$ cat src/rtl/mem_responder.sv
// Data-memory responder for the MIPS M stage: word RAM plus a console TX FIFO,
// a FIFO status register and a free-running cycle counter mapped at 0xFFFF_FF00.
module mem_responder #(
    parameter int RAM_WORDS  = 64,
    parameter int FIFO_DEPTH = 4
) (
    input  logic        clk,
    input  logic        reset,
    input  logic        memwriteM,
    input  logic [31:0] aluoutM,
    input  logic [31:0] writedataM,
    output logic [31:0] readdataM,
    output logic [7:0]  tx_data,
    output logic        tx_valid,
    input  logic        tx_ready
);

    localparam int AW = $clog2(RAM_WORDS);
    localparam int PW = $clog2(FIFO_DEPTH);
    localparam int CW = PW + 1;
    localparam logic [CW-1:0] FULL_CNT = CW'(FIFO_DEPTH);
    localparam logic [29:0]   TX_WA    = 30'h3FFF_FFC0;
    localparam logic [29:0]   ST_WA    = 30'h3FFF_FFC1;
    localparam logic [29:0]   CY_WA    = 30'h3FFF_FFC2;

    logic [31:0]   ram_q [RAM_WORDS];
    logic [7:0]    fifo_q [FIFO_DEPTH];
    logic [PW-1:0] rd_ptr_q, rd_ptr_d;
    logic [PW-1:0] wr_ptr_q, wr_ptr_d;
    logic [CW-1:0] count_q, count_d;
    logic          overflow_q, overflow_d;
    logic [31:0]   cycles_q, cycles_d;

    logic [29:0]   word_addr;
    logic [AW-1:0] ram_idx;
    logic          in_ram, is_tx, is_st, is_cy;
    logic          full, empty, push_req, push_ok, pop;
    logic          unused_addr_bits;

    // Byte-lane bits never select anything; all decodes work on word addresses.
    assign unused_addr_bits = ^aluoutM[1:0];
    assign word_addr = aluoutM[31:2];
    assign ram_idx   = word_addr[AW-1:0];
    assign in_ram    = (word_addr[29:AW] == '0);
    assign is_tx     = (word_addr == TX_WA);
    assign is_st     = (word_addr == ST_WA);
    assign is_cy     = (word_addr == CY_WA);

    assign full     = (count_q == FULL_CNT);
    assign empty    = (count_q == '0);
    assign tx_valid = !empty;
    assign tx_data  = fifo_q[rd_ptr_q];
    assign pop      = tx_valid && tx_ready;
    assign push_req = memwriteM && is_tx;
    // A pop on the same edge frees the slot, so a full FIFO still takes the byte.
    assign push_ok  = push_req && (!full || pop);

    always_comb begin
        rd_ptr_d   = rd_ptr_q;
        wr_ptr_d   = wr_ptr_q;
        count_d    = count_q;
        overflow_d = overflow_q;
        cycles_d   = cycles_q + 32'd1;
        if (pop)
            rd_ptr_d = rd_ptr_q + PW'(1);
        if (push_ok)
            wr_ptr_d = wr_ptr_q + PW'(1);
        case ({push_ok, pop})
            2'b10:   count_d = count_q + CW'(1);
            2'b01:   count_d = count_q - CW'(1);
            default: count_d = count_q;
        endcase
        if (memwriteM && is_st)
            overflow_d = 1'b0;
        else if (push_req && !push_ok)
            overflow_d = 1'b1;
    end

    always_ff @(posedge clk or negedge reset) begin
        if (!reset) begin
            rd_ptr_q   <= '0;
            wr_ptr_q   <= '0;
            count_q    <= '0;
            overflow_q <= 1'b0;
            cycles_q   <= '0;
        end else begin
            rd_ptr_q   <= rd_ptr_d;
            wr_ptr_q   <= wr_ptr_d;
            count_q    <= count_d;
            overflow_q <= overflow_d;
            cycles_q   <= cycles_d;
        end
    end

    // Storage arrays carry no reset; FIFO contents are only visible through count.
    always_ff @(posedge clk) begin
        if (memwriteM && in_ram)
            ram_q[ram_idx] <= writedataM;
        if (push_ok)
            fifo_q[wr_ptr_q] <= writedataM[7:0];
    end

    always_comb begin
        readdataM = 32'd0;
        if (in_ram)
            readdataM = ram_q[ram_idx];
        else if (is_st)
            readdataM = {29'd0, overflow_q, full, empty};
        else if (is_cy)
            readdataM = cycles_q;
    end

endmodule
$ cat config.mk
export PLATFORM = sky130hd
export DESIGN_NAME = mem_responder
export DESIGN_NICKNAME = d
export VERILOG_FILES = /design/src/rtl/mem_responder.sv
export SDC_FILE = /design/constraint.sdc
export NUM_CORES = 2
export LEC_CHECK = 0
export CORE_AREA = 2 2 496 498
export DETAILED_ROUTE_END_ITERATION = 12
export DIE_AREA = 0 0 498 500
export HOLD_SLACK_MARGIN = 0.03
export PLACE_DENSITY = 0.59
export REMOVE_ABC_BUFFERS = 1
export SLEW_MARGIN = 5
export SYNTH_ARGS = -nofsm -noshare
export SYNTH_HDL_FRONTEND = slang
export SYNTH_SLANG_ARGS = --single-unit
$ cat constraint.sdc
create_clock -name clk -period 2.1 [get_ports clk]
set_input_delay 0.315 -clock clk [delete_from_list [all_inputs] [get_ports clk]]
set_output_delay 0.315 -clock clk [all_outputs]
set_load 0.01 [all_outputs]
### Word level (Yosys, flattened, before mapping)

Memory sizes are Yosys's and may differ from the RTL's.
Cells that the tools add are included.

* flip-flop bits (word level): 40
* bits in writable memories: 2080
* output and inout port bits: 41
* memories kept: 2

* add/subtract/negate cells: 5
* eq/ne operators: 6
* muxes and demuxes: 10
* reduce and logical (&&, ||, !) cells: 14

Memory list
* ram_q: depth 64, bits a word 32, read ports 1, clocked after memory_dff 0, wr ports 1, line 26 `logic [31:0] ram_q [RAM_WORDS];`
* fifo_q: depth 4, bits a word 8, read ports 1, clocked after memory_dff 0, wr ports 1, line 27 `logic [7:0] fifo_q [FIFO_DEPTH];`

Operator list (number)
* $mux W32: 3
* $eq A30 B30 Y1 const B: 3
* $add A32 B1 Y32 const B: 1
* $logic_not A24 Y1: 1
* $logic_and A1 B1 Y1: 6
* $mux W1: 6
* $pmux W3 S2: 1
* $add A2 B1 Y2 const B: 2
* $reduce_bool A2 Y1: 2
* $add A3 B1 Y3 const B: 1
* $eq A3 B3 Y1 const B: 1
* $logic_not A1 Y1: 3
* $logic_not A3 Y1: 1
* $sub A3 B1 Y3 const B: 1
* $eq A2 B1 Y1 const B: 1
* $eq A2 B2 Y1 const B: 1
* $logic_or A1 B1 Y1: 1

### Depth between registers and ports, before layout

* depth after elaboration: 9
* depth in mapped cells: 13
* mapped depth without buffers: 11

### Least setup slack after synthesis

No wires, ideal clock.

* kind: input-to-reg
* start: in aluoutM[26]
* end: mem ram_q[15][0], enable pin
* library setup time: 0.421 ns
* arrival time: 3.066 ns
* required time: 1.679 ns
* path slack: -1.387 ns
* cell stages on the path: 7
* path buffers: 1
* cell sequence: nor4_1 -> nand4_1 -> or2_2 -> clkbuf_1 -> nor2_1 -> nand2_1 -> nor2_1

* cells in the longest elaborated chain, start to end: 4

RTL lines
* from (decl): line 10 `input logic [31:0] aluoutM,`
* $logic_not A24 Y1: line 44 `assign in_ram = (word_addr[29:AW] == '0);`
* $logic_and A1 B1 Y1: line 97 `if (memwriteM && in_ram)`
* $mux W1: line 97
* $mux W1 (not written as such): line 98 `ram_q[ram_idx] <= writedataM;`
* to (decl): line 26

No other way between the ends.

### Worst setup path after layout

* start: mem ram_q[28][16]
* end: out readdataM[16]

* cells in the longest elaborated chain, start to end: 2

RTL lines
* $mem_v2 Z64 W32
* $mux W32: line 105 `if (in_ram)`
* to (decl): line 12 `output logic [31:0] readdataM,`

No other way between the ends.

==> results.yml <==
worst_hold_path:
  hold_end: "ram_q[10][1]"
  min_path_cells: 1
  hold_path.class: "in2reg"
  min_from: "writedataM[1]"
detailed_routing:
  via_per_inst: 5.69
  wl_per_cell_um: 33.0
  antenna_left: 0
  drt_iter0_drc: 7299
  vias: 49206
  post-route-drc-count: 0
  drtPass1Iterations: 8
  wl_um: 285000
global_routing:
  grt-ovfl-total: 0
  antenna_found_initial: 7
  grt_pass1_vias: 47187
  grt_max_degree: 69
  gr-usage-met2: 0.346
  track_usage: 0.221
  use_met3: 0.0483
  grt_pass1_wl_um: 386000
  met1_usage: 0.297
  grt-busiest-layer: "met2"
critical_path:
  r2r-end: "count_q[2]"
  worst_setup_path_end_kind: "primary output"
  reg2reg_depth: 12
  crit_type: "reg2out"
  worstReg2RegStart: "count_q[1]"
  worstPathRequired_ns: 1.78
  arrival_ns: 3.38
  rrSetupSlack_ns: -0.04
  startpoint_type: "flop"
  crit_fanout: 1
power_and_ir_drop:
  p_leak_nw: 35.0
  ir_drop_v: 0.000676
  power_density_mw_per_mm2: 871
synthesis:
  ys_seq_area_frac: 0.771
  synthCells: 4286
  synth-async-reset-ratio: 0.0189
  syn_area_per_cell_sq_um: 19.2
  ys_seq_elements: 2120
  synth-warning-count: 0
  synth_edf_count: 2080
  synth_cell_type_count: 79
  synth_flop_cell: "edfxtp_1"
  syn_area_sq_mm: 0.0823
flow_run:
  cap_violations: 0
place:
  routabilityCongestion: 0.969
  io_buffers: 106
  post-place-ws_ns: -2.45
  place_hpwl_um: 184000
timing:
  hold_viol: 0
  drv_slew: 0
  clock_skew_ns: 0.0252
  whs_ns: 0.0857
  setup_ws_ns: -1.60
  setup_violations: 2095
  worst_pin_slew_ns: 1.13
  post-route-period-util: 1.76
  rsz0062_at_grt: "yes"
  max_slew_margin: 0.247
  max_freq_mhz: 270
  post-route-min-period_ns: 3.70
  fin_tns_setup_ns: -286.60
floorplan:
  die_w_um: 498
  start_util: 0.337
  core_area_sq_mm: 0.244
  std_cell_rows: 182
  io_pins: 109
  die_area_sq_mm: 0.249
  die_h_um: 500
cts:
  root_buffer: "clkbuf_16"
  cts_tree: "done"
  htreeDepth: 4
  numClockSinks: 2120
  clkTransAtPathRegs_ns: 0.06
  insertion_delay_ns: 0.89
  cts.path.max_buffers: 3
  cts_inserted_buffers: 217
final_layout:
  area_growth_pct: 28.0
  final_nets: 5315
  final_core_util: 0.431
  drive_gt1_frac: 0.359
run_status:
  violations: "negative setup slack"
  outcome: "finished with violations"
==> sequential cells by signal (all words and copies together) (netlist names) <==
register,count
count_q,3
wr_ptr_q,2
rd_ptr_q,2
fifo_q,32
overflow_q,1
ram_q,2048
cycles_q,32
==> how the worst max path moves through the flow <==
stage,start,end,slack [ns]
after CTS,ram_q[24][30],readdataM[30],-1.62
after detailed placement,aluoutM[6],readdataM[20],-2.45
final,ram_q[28][16],readdataM[16],-1.60
after floorplan,aluoutM[2],readdataM[14],-1.79
after global routing,ram_q[28][16],readdataM[16],-1.60
after global placement,aluoutM[12],readdataM[2],-3.01
==> critical path, stage by stage (launching register included) <==
cell and delay (ns):
edfxtp_1 0.38, mux4_2 0.56, a22oi_2 0.44, buf_6 0.19, nand3_4 0.07, a221oi_2 0.19, buf_4 0.16, o211ai_1 0.13
a22o_1 0.25, buf_2 0.14
==> kinds of logic after synthesis <==
group                    share of synthesized area
AO/OA/AOI/OAI                               0.0704
XOR/XNOR                                   0.00383
adder cells (fa/ha/maj)                    0.00116
buffers and inverters                       0.0224
flip-flops                                   0.771
multiplexers                                 0.106
AND/OR/NAND/NOR                             0.0249
==> cell usage in the layout (no fill, tap or decap), types with 64 or more instances in the layout <==
cell,Yosys,final
buf_12,3,251
o22ai_1,90,78
nor2_1,151,68
a22oi_1,188,169
mux2_2,130,117
nor2_4,0,70
clkbuf_16,0,233
mux4_2,201,201
a21oi_1,92,77
o21ai_0,87,64
edfxtp_1,2080,2080
mux2i_1,258,253
a221oi_1,192,133
buf_4,52,563
nand2_1,117,104
==> power breakdown <==
part	total (mW)	internal, mW	switching, mW
Sequential	46.5	46.5	0.0727
Combinational	7.01	2.87	4.14
Clock	38.2	21.3	16.9
==> Yosys cell counts (6+ instances only) <==
| cell type | n | area share |
|---|---|---|
| o211ai_1 | 9 | 0.00082 |
| a32oi_1 | 7 | 0.00074 |
| a22o_1 | 34 | 0.0036 |
| ha_1 | 6 | 0.00091 |
| mux2_2 | 130 | 0.018 |
| buf_1 | 11 | 0.00050 |
| a31oi_1 | 11 | 0.00084 |
| clkbuf_8 | 15 | 0.0025 |
| buf_2 | 87 | 0.0053 |
| mux4_1 | 6 | 0.0019 |
| clkbuf_1 | 75 | 0.0034 |
| o21ai_0 | 87 | 0.0053 |
| and3_1 | 11 | 0.00084 |
| o22a_1 | 6 | 0.00064 |
| mux2i_1 | 258 | 0.031 |
| a22oi_1 | 188 | 0.017 |
| nor4_1 | 12 | 0.00091 |
| nand3_1 | 70 | 0.0043 |
| nor3_1 | 18 | 0.0011 |
| edfxtp_1 | 2080 | 0.76 |
| mux4_2 | 201 | 0.055 |
| a221o_1 | 12 | 0.0015 |
| nand4_1 | 21 | 0.0016 |
| xnor2_1 | 23 | 0.0024 |
| o2111ai_1 | 6 | 0.00064 |
| a221oi_1 | 192 | 0.020 |
| buf_4 | 52 | 0.0047 |
| xor2_1 | 13 | 0.0014 |
| dfrtp_1 | 40 | 0.012 |
| nor2_1 | 151 | 0.0069 |
| and2_1 | 7 | 0.00053 |
| o22ai_1 | 90 | 0.0068 |
| a211oi_1 | 8 | 0.00073 |
| nand2_1 | 117 | 0.0053 |
| buf_6 | 31 | 0.0042 |
| a21oi_1 | 92 | 0.0056 |
| inv_1 | 13 | 0.00059 |
| o221ai_1 | 10 | 0.0011 |
| o21ai_1 | 6 | 0.00036 |
==> stage by stage <==
stage                     instance area [sq um]  total power [mW]  std cells
after floorplan                           80500              49.4       4010
after global placement                    95100              53.7       8154
after detailed placement                  95100              53.8       8155
after CTS                                104000              91.8       8609
after global routing                     105000              93.8       8647
final                                    105000              91.8       8648
==> area by class of cell <==
cell class | instances | area [sq um]
repair buffers | 1011 | 11400
clock buffers | 256 | 5610
clock inverters | 150 | 1420
fillers | 21038 | 139000
multi-input cells | 1875 | 19400
inverters | 15 | 63.8
well taps | 3220 | 4030
diodes | 1 | 2.50
flip-flops and latches | 2120 | 63500
==> routing by layer <==
metal	share of wire	up-vias
met1	0.39	25883
met4	0.048	2
li1	-	19822
met5	0.000046	-
met2	0.46	2991
met3	0.10	508
==> timing repair <==
| item | CTS | global route |
|---|---|---|
| gates cloned | 3 | 17 |
| pin swaps | 135 | 95 |
| hold buffers | 30 | 0 |
| hold endpoints to repair | 1306 | 0 |
| endpoints found under the setup margin | 2126 | 2102 |
| resized for setup | 514 | 148 |
| setup buffers | 30 | 27 |
Power figures use the tool's default switching activity.
